[config.mk]
export PLATFORM = sky130hd
export DESIGN_NAME = wb_arbiter_2m
export DESIGN_NICKNAME = d
export VERILOG_FILES = /design/src/rtl/wb_arbiter_2m.sv
export SDC_FILE = /design/constraint.sdc
export NUM_CORES = 1
export LEC_CHECK = 0
export BUFFER_PORTS_ARGS = -buffer_cell sky130_fd_sc_hd__buf_2
export CORE_AREA = 2 2 123 125
export CTS_BUF_LIST = sky130_fd_sc_hd__clkbuf_4 sky130_fd_sc_hd__clkbuf_8 sky130_fd_sc_hd__clkbuf_16
export CTS_CLUSTER_DIAMETER = 60
export DETAILED_ROUTE_END_ITERATION = 8
export DIE_AREA = 0 0 125 127
export PLACE_DENSITY = 0.55
export SETUP_SLACK_MARGIN = 0.02
export SLEW_MARGIN = 20
export SYNTH_ARGS = -nofsm -noshare
export SYNTH_HDL_FRONTEND = slang
export SYNTH_SLANG_ARGS = --single-unit
export TNS_END_PERCENT = 1
[constraint.sdc]
create_clock -name wb_clk_i -period 1.6 [get_ports wb_clk_i]
set_input_delay 0 -clock wb_clk_i [delete_from_list [all_inputs] [get_ports wb_clk_i]]
set_output_delay 0 -clock wb_clk_i [all_outputs]
set_load 0.1 [all_outputs]
[src/rtl/wb_arbiter_2m.sv]
// wb_arbiter_2m - two-master / one-slave Wishbone classic arbiter.
//
// Shares a single slave (wb_ram) between master 0 (picorv32_wb core) and
// master 1 (DMA / debug loader). Grants are registered, issued round robin
// on ties, held for as long as the granted master keeps cyc high, and always
// separated by one idle cycle.
//
// Ports:
//   wb_clk_i, wb_rst_i         clock, asynchronous active-high reset
//   m0_* / m1_*                master-side Wishbone buses (adr, dat, sel,
//                              we, cyc, stb in; dat, ack, err out)
//   s_*                        slave-side Wishbone bus
//   gnt_o                      one-hot current grant {m1,m0}, 2'b00 when idle
//
// Build option:
//   WB_ARB_TIMEOUT_EN          enables the ack watchdog; after TIMEOUT cycles
//                              of an unacknowledged strobe the granted master
//                              gets a one-cycle err and loses the grant.
module wb_arbiter_2m #(
    parameter int AW      = 32,
    parameter int DW      = 32,
    parameter int TIMEOUT = 255
) (
    input  logic            wb_clk_i,
    input  logic            wb_rst_i,
    input  logic [AW-1:0]   m0_adr_i,
    input  logic [DW-1:0]   m0_dat_i,
    input  logic [DW/8-1:0] m0_sel_i,
    input  logic            m0_we_i,
    input  logic            m0_cyc_i,
    input  logic            m0_stb_i,
    output logic [DW-1:0]   m0_dat_o,
    output logic            m0_ack_o,
    output logic            m0_err_o,
    input  logic [AW-1:0]   m1_adr_i,
    input  logic [DW-1:0]   m1_dat_i,
    input  logic [DW/8-1:0] m1_sel_i,
    input  logic            m1_we_i,
    input  logic            m1_cyc_i,
    input  logic            m1_stb_i,
    output logic [DW-1:0]   m1_dat_o,
    output logic            m1_ack_o,
    output logic            m1_err_o,
    output logic [AW-1:0]   s_adr_o,
    output logic [DW-1:0]   s_dat_o,
    output logic [DW/8-1:0] s_sel_o,
    output logic            s_we_o,
    output logic            s_cyc_o,
    output logic            s_stb_o,
    input  logic [DW-1:0]   s_dat_i,
    input  logic            s_ack_i,
    output logic [1:0]      gnt_o
);

    if ((TIMEOUT < 1) || (TIMEOUT > 65535)) begin : g_timeout_range
        $error("wb_arbiter_2m: TIMEOUT must be within 1..65535");
    end

    typedef enum logic [1:0] {
        ST_IDLE = 2'd0,
        ST_GNT0 = 2'd1,
        ST_GNT1 = 2'd2
    } state_t;

    state_t state_r;
    state_t state_next_s;
    logic   last_r;        // index of the master served most recently
    logic   last_next_s;
    logic   timeout_s;     // watchdog expiry for the current grant

`ifdef WB_ARB_TIMEOUT_EN
    localparam logic [15:0] TIMEOUT_C = 16'(TIMEOUT);

    logic [15:0] wd_cnt_r;
    logic        stb_wait_s;

    // Granted master is strobing and the slave has not answered this cycle
    always_comb begin
        stb_wait_s = 1'b0;
        case (state_r)
            ST_GNT0: stb_wait_s = m0_stb_i & ~s_ack_i;
            ST_GNT1: stb_wait_s = m1_stb_i & ~s_ack_i;
            default: stb_wait_s = 1'b0;
        endcase
    end

    assign timeout_s = (state_r != ST_IDLE) && (wd_cnt_r == TIMEOUT_C);

    // Watchdog counter; held at zero while idle so every grant starts fresh
    always_ff @(posedge wb_clk_i or posedge wb_rst_i) begin
        if (wb_rst_i) begin
            wd_cnt_r <= 16'd0;
        end else if ((state_r == ST_IDLE) || s_ack_i || timeout_s) begin
            wd_cnt_r <= 16'd0;
        end else if (stb_wait_s) begin
            wd_cnt_r <= wd_cnt_r + 16'd1;
        end else begin
            wd_cnt_r <= wd_cnt_r;
        end
    end
`else
    assign timeout_s = 1'b0;
`endif

    // Grant state and round-robin pointer registers
    always_ff @(posedge wb_clk_i or posedge wb_rst_i) begin
        if (wb_rst_i) begin
            state_r <= ST_IDLE;
            last_r  <= 1'b1;   // m0 wins the first tie after reset
        end else begin
            state_r <= state_next_s;
            last_r  <= last_next_s;
        end
    end

    // Next grant: arbitrate only from IDLE, release on cyc drop or timeout
    always_comb begin
        state_next_s = state_r;
        last_next_s  = last_r;
        case (state_r)
            ST_IDLE: begin
                if (m0_cyc_i && m1_cyc_i) begin
                    state_next_s = last_r ? ST_GNT0 : ST_GNT1;
                end else if (m0_cyc_i) begin
                    state_next_s = ST_GNT0;
                end else if (m1_cyc_i) begin
                    state_next_s = ST_GNT1;
                end else begin
                    state_next_s = ST_IDLE;
                end
            end
            ST_GNT0: begin
                if (!m0_cyc_i || timeout_s) begin
                    state_next_s = ST_IDLE;
                    last_next_s  = 1'b0;
                end else begin
                    state_next_s = ST_GNT0;
                end
            end
            ST_GNT1: begin
                if (!m1_cyc_i || timeout_s) begin
                    state_next_s = ST_IDLE;
                    last_next_s  = 1'b1;
                end else begin
                    state_next_s = ST_GNT1;
                end
            end
            default: begin
                state_next_s = ST_IDLE;
                last_next_s  = last_r;
            end
        endcase
    end

    // Slave-side mux and master-side return path, all driven from the grant
    always_comb begin
        gnt_o   = 2'b00;
        s_adr_o = {AW{1'b0}};
        s_dat_o = {DW{1'b0}};
        s_sel_o = {(DW/8){1'b0}};
        s_we_o  = 1'b0;
        s_cyc_o = 1'b0;
        s_stb_o = 1'b0;
        case (state_r)
            ST_GNT0: begin
                gnt_o   = 2'b01;
                s_adr_o = m0_adr_i;
                s_dat_o = m0_dat_i;
                s_sel_o = m0_sel_i;
                s_we_o  = m0_we_i;
                s_cyc_o = m0_cyc_i & ~timeout_s;
                s_stb_o = m0_stb_i & ~timeout_s;
            end
            ST_GNT1: begin
                gnt_o   = 2'b10;
                s_adr_o = m1_adr_i;
                s_dat_o = m1_dat_i;
                s_sel_o = m1_sel_i;
                s_we_o  = m1_we_i;
                s_cyc_o = m1_cyc_i & ~timeout_s;
                s_stb_o = m1_stb_i & ~timeout_s;
            end
            default: begin
                gnt_o   = 2'b00;
            end
        endcase
        // An ack that arrives while idle has no owner and is dropped here
        m0_ack_o = s_ack_i & gnt_o[0];
        m1_ack_o = s_ack_i & gnt_o[1];
        m0_err_o = timeout_s & gnt_o[0];
        m1_err_o = timeout_s & gnt_o[1];
        m0_dat_o = s_dat_i;
        m1_dat_o = s_dat_i;
    end

endmodule
Word level (Yosys, flattened, before mapping)
Index checks and enable logic that the tools add are counted.
Widths: inputs -> output; s select.
{ "totals": {"mem_count": 0, "output_inout_bits": 141, "input_bits": 177, "wordCells": 28, "ram_bits": 0, "regBits": 3, "latchBits": 0, "mem_bits_ro": 0} }
{ "op_classes": {"n_mux": 16, "add_sub_neg": 0, "n_eq_ne": 4, "n_shift": 0, "reduce_logical": 4, "magnitude_cmp": 0, "bitwise": 2, "mul": 0, "n_div": 0} }
{ "ops": {"columns": ["operator", "n"], "rows": [
  ["$pmux 32 s2", 2],
  ["$mux 2", 4],
  ["$pmux 1 s2", 4],
  ["$pmux 4 s2", 1],
  ["$pmux 2 s3", 1],
  ["$ne 2x2->1 const B", 2],
  ["$pmux 2 s2", 1],
  ["$mux 1", 3],
  ["$reduce_and 3->1", 1],
  ["$and 1x1->1", 2],
  ["$eq 2x1->1 const B", 1],
  ["$eq 2x2->1 const B", 1],
  ["$logic_not 2->1", 1],
  ["$reduce_bool 2->1", 1],
  ["$logic_and 1x1->1", 1]
]} }

Longest topological paths before layout
{ "depth": {"ltp_word": 4, "ltp_mapped": 6, "mapped_depth_nobuf": 5} }

Least setup slack after synthesis
No wires, ideal clock.
{ "synth_timing": {"path_type": "register -> output", "start": "register state_r[0]", "end": "output port s_adr_o[0]", "n_path_buf": 2, "t_arrival_ns": 2.413, "slack_ns": -0.813, "required_time_ns": 1.600, "path_stages_with_launch": 7, "path_cell_list": "dfrtp_1 -> inv_1 -> ha_1 -> buf_2 -> buf_2 -> a22oi_1 -> nor2b_1"} }
{ "synth_via": {"elab_chain_len": 2, "word_cells_on_any_way": 3, "classes_between": "eq/ne (2); mux (1)"} }
{ "synth_rtl": {"columns": ["element", "line", "source"], "rows": [
  ["start, declared", "65", "state_t state_r;"],
  ["start signal, assigned", "111", "state_r <= state_next_s;"],
  ["$eq 2x2->1 or $eq 2x1->1 (tied branches)", "164", "case (state_r)"],
  ["$pmux 32 s2 *", "164", null],
  ["end, declared", "44", "output logic [AW-1:0] s_adr_o,"]
]} }
Mark *: on every way between the ends. The rest lies on a longest branch, timed or not.

Worst setup path in the final report
{ "layout_timing": {"start": "register state_r[1]", "end": "output port s_adr_o[9]"} }
Same word-level chain as after synthesis.

==> metrics.cfg <==
[floorplanning]
num_rows = 44
core_region_area_sq_mm = 0.0144
initial_utilization_pct = 12.8
boundaryPins = 318
dieArea_sq_mm = 0.0159
die-width_microns = 125
die_h_microns = 127

[cts]
cts_buffer_depth = 2
insertion_delay_ps = 230
numCtsBuffers = 3
clk_pin_slew_worst_paths_ps = 30
root_buffer = clkbuf_16
htree_levels = 1
cts.sinks = 3
cts_tree = done

[pwr]
switching_share_pct = 56.7
p_sw_uw = 7470
power.leakage_uw = 0.00193
p_int_uw = 5690
comb_power_share_pct = 95.8
vdd_drop_max_mv = 0.900
power_density_mw_per_mm2 = 2690
seqPwrFrac_pct = 1.1
pwr-share-clk_pct = 3.2

[synth]
synth_area_sq_mm = 0.00184
synth.avg_cell_area_sq_um = 7.14
synth_cell_types = 16
seq_area_frac_synth_pct = 4.14
yosysTopAreaCell = buf_4
synth-seq-cells = 3
ys_warn_count = 0
ys_top_cells_by_area = buf_4 30%, a22oi_1 29%, nor2b_1 24%
synth_top_area_share_pct = 30.2
synth_cells = 258

[timing]
setup_violations = 71
finalCriticalPeriod_ps = 1740
rsz0062_at_grt = true
setup_tns_ps = -3880
timing.hold.ws_ps = 0.0483
setup_slack_ps = -141
fmax_ghz = 0.574
finalMaxSlewViolations = 0
skew_ps = 1.99
finalHoldViolations = 0
timing.final.crit_share_pct = 109

[worst_hold_path]
holdCritStartpoint = s_dat_i[2]
min_to = m0_dat_o[2]
hold_class = primary input to primary output
min_path_cells = 0

[setup_path]
rr_endpoint = last_r
worst-r2r-cell-count = 7
r2r-start = state_r[1]
critical_path.startpoint_type = flop
cp_slowest_cell = dfrtp_1
worst-setup-path-type = flop to primary output
cp_common_cell = buf_6
critical_path_arrival_ps = 1740
cp_max_fo = 6
endpoint_kind = primary output
max_stage_delay_ps = 390
rrSetupSlack_ps = 210
required_ps = 1600
worstPathCellList = buf_6 -> ha_4 -> buf_6 -> clkbuf_16 -> a22oi_2 -> nor2b_4 -> buf_12

[routing]
drt_wl_total_mm = 10.2
via_per_inst = 4.21
num_vias = 2547
firstDrtPassIters = 4
ant_nets = 0
initialDrtViolationCount = 69
routedWlPerCell_microns = 16.9
drc_errors = 0

[layout]
drive_above_1_share_pct = 93.3
instances_no_fill = 605
stdcell_area_sq_mm = 0.00489
nNetsFinal = 604
areaGrowthSynthToFinish_pct = 165

[placed_design]
place_inst = 580
port_buffers = 219
placed_area_sq_mm = 0.00380
gp_congestion = 0.805
hpwl_mm = 6.30
pre_cts_ws_ps = 27.4

[grt]
grt_pass1_vias = 2602
grt-ovfl-total = 0
antenna_found_initial = 1
grt_pass1_wl_mm = 14.2
grt_use_total_pct = 11.2
grt_max_degree = 30

[run]
max-cap-violations = 0

[outcome]
failed_checks = setup timing
outcome = finished with violations

area by class of cell:
cell class / instances / area, sq um
multi-input cells: 163 / 1780
fillers: 1442 / 9540
diodes: 1 / 2.50
repair buffers: 247 / 2710
clock buffers: 4 / 82.6
well taps: 184 / 230
flip-flops and latches: 3 / 76.3
inverters: 3 / 11.3
through the flow:
stage | util [%] | power [uW]
CTS | 32.6 | 12800
floorplan | - | 7450
detailed placement | 26.3 | 10300
global placement | 26.3 | 10300
finish | 33.9 | 13200
global route | 33.9 | 13600
registers in the layout (all words and copies together), names as in the netlist:
| name | flops |
|---|---|
| state_r | 2 |
| last_r | 1 |
synthesized netlist by cell type, drive strengths merged:
cell type,n
buf,83
a22oi,71
nor2b,71
clkbuf,7
ha,6
a21oi,4
inv,3
and2,2
dfrtp,2
nand2b,2
nor2,2
nor3b,2
conb,1
dfstp,1
nand2,1
worst max-delay path by stage:
stage | from | cells past startpoint | end | slack [ps]
final | state_r[1] | 7 | s_adr_o[9] | -140
after global routing | state_r[1] | 7 | s_adr_o[9] | -190
after CTS | state_r[0] | 7 | s_adr_o[8] | -100
after floorplan | state_r[0] | 6 | s_adr_o[14] | -810
after detailed placement | state_r[1] | 6 | s_adr_o[8] | 30
after global placement | state_r[1] | 5 | s_dat_o[25] | 30
power groups by stage:
stage               logic (uW)  clock network (uW)  registers [uW]
global route             13000                 437             145
CTS                      12200                 426             136
global placement         10200                   0             139
finish                   12600                 419             139
floorplan                 7310                   0             141
detailed placement       10200                   0             141
layout by cell type (no fill, tap or decap), types with 2 or more instances in the layout:
cell,synthesis,final
ha_1,6,3
nand2b_1,2,2
nor2b_2,0,50
conb_1,1,2
buf_16,0,6
nor2b_4,0,21
buf_4,74,5
buf_6,0,5
a22oi_2,0,65
dfrtp_1,2,2
buf_12,0,79
ha_4,0,3
buf_2,9,145
nor3b_1,2,2
clkbuf_4,0,2
a22oi_1,71,6
and2_1,2,2
nor2_1,2,2
a21oi_1,4,4
inv_2,0,2
clkbuf_16,0,6
layer usage:
metal  wire length [microns]  global-route usage [%]
met5                       0                       0
met3                     916                    3.22
met2                    5610                    22.5
met4                     201                    3.07
met1                    3480                    11.0
repair_timing:
item | 4_1_cts | 5_1_grt
setup buffers | 5 | 5
hold buffers | 1 | 0
resized for setup | 155 | 19
endpoints found under the hold margin | 3 | 0
endpoints found under the setup margin | 72 | 73
gates cloned | 6 | 3
pin swaps | 42 | 11
cell families (layout without fill, tap and decap cells):
logic type	Yosys count	count (layout)	share of synthesized area, %
buf+inv	93	254	34.6
simple gates	80	80	26.9
compound gates	75	75	30.0
fa+ha+maj	6	6	4.08
flops	3	3	4.14
other cells	1	3	0.204
critical path, delay by kind of cell (launching register included):
kind,cells,cell delay [ps]
buffers and inverters,4,600
DFF,1,390
AOI/OAI and AO/OA,1,250
adders and majority gates,1,200
and+or+nand+nor,1,70
No activity file was read; power rests on OpenSTA's default activity.
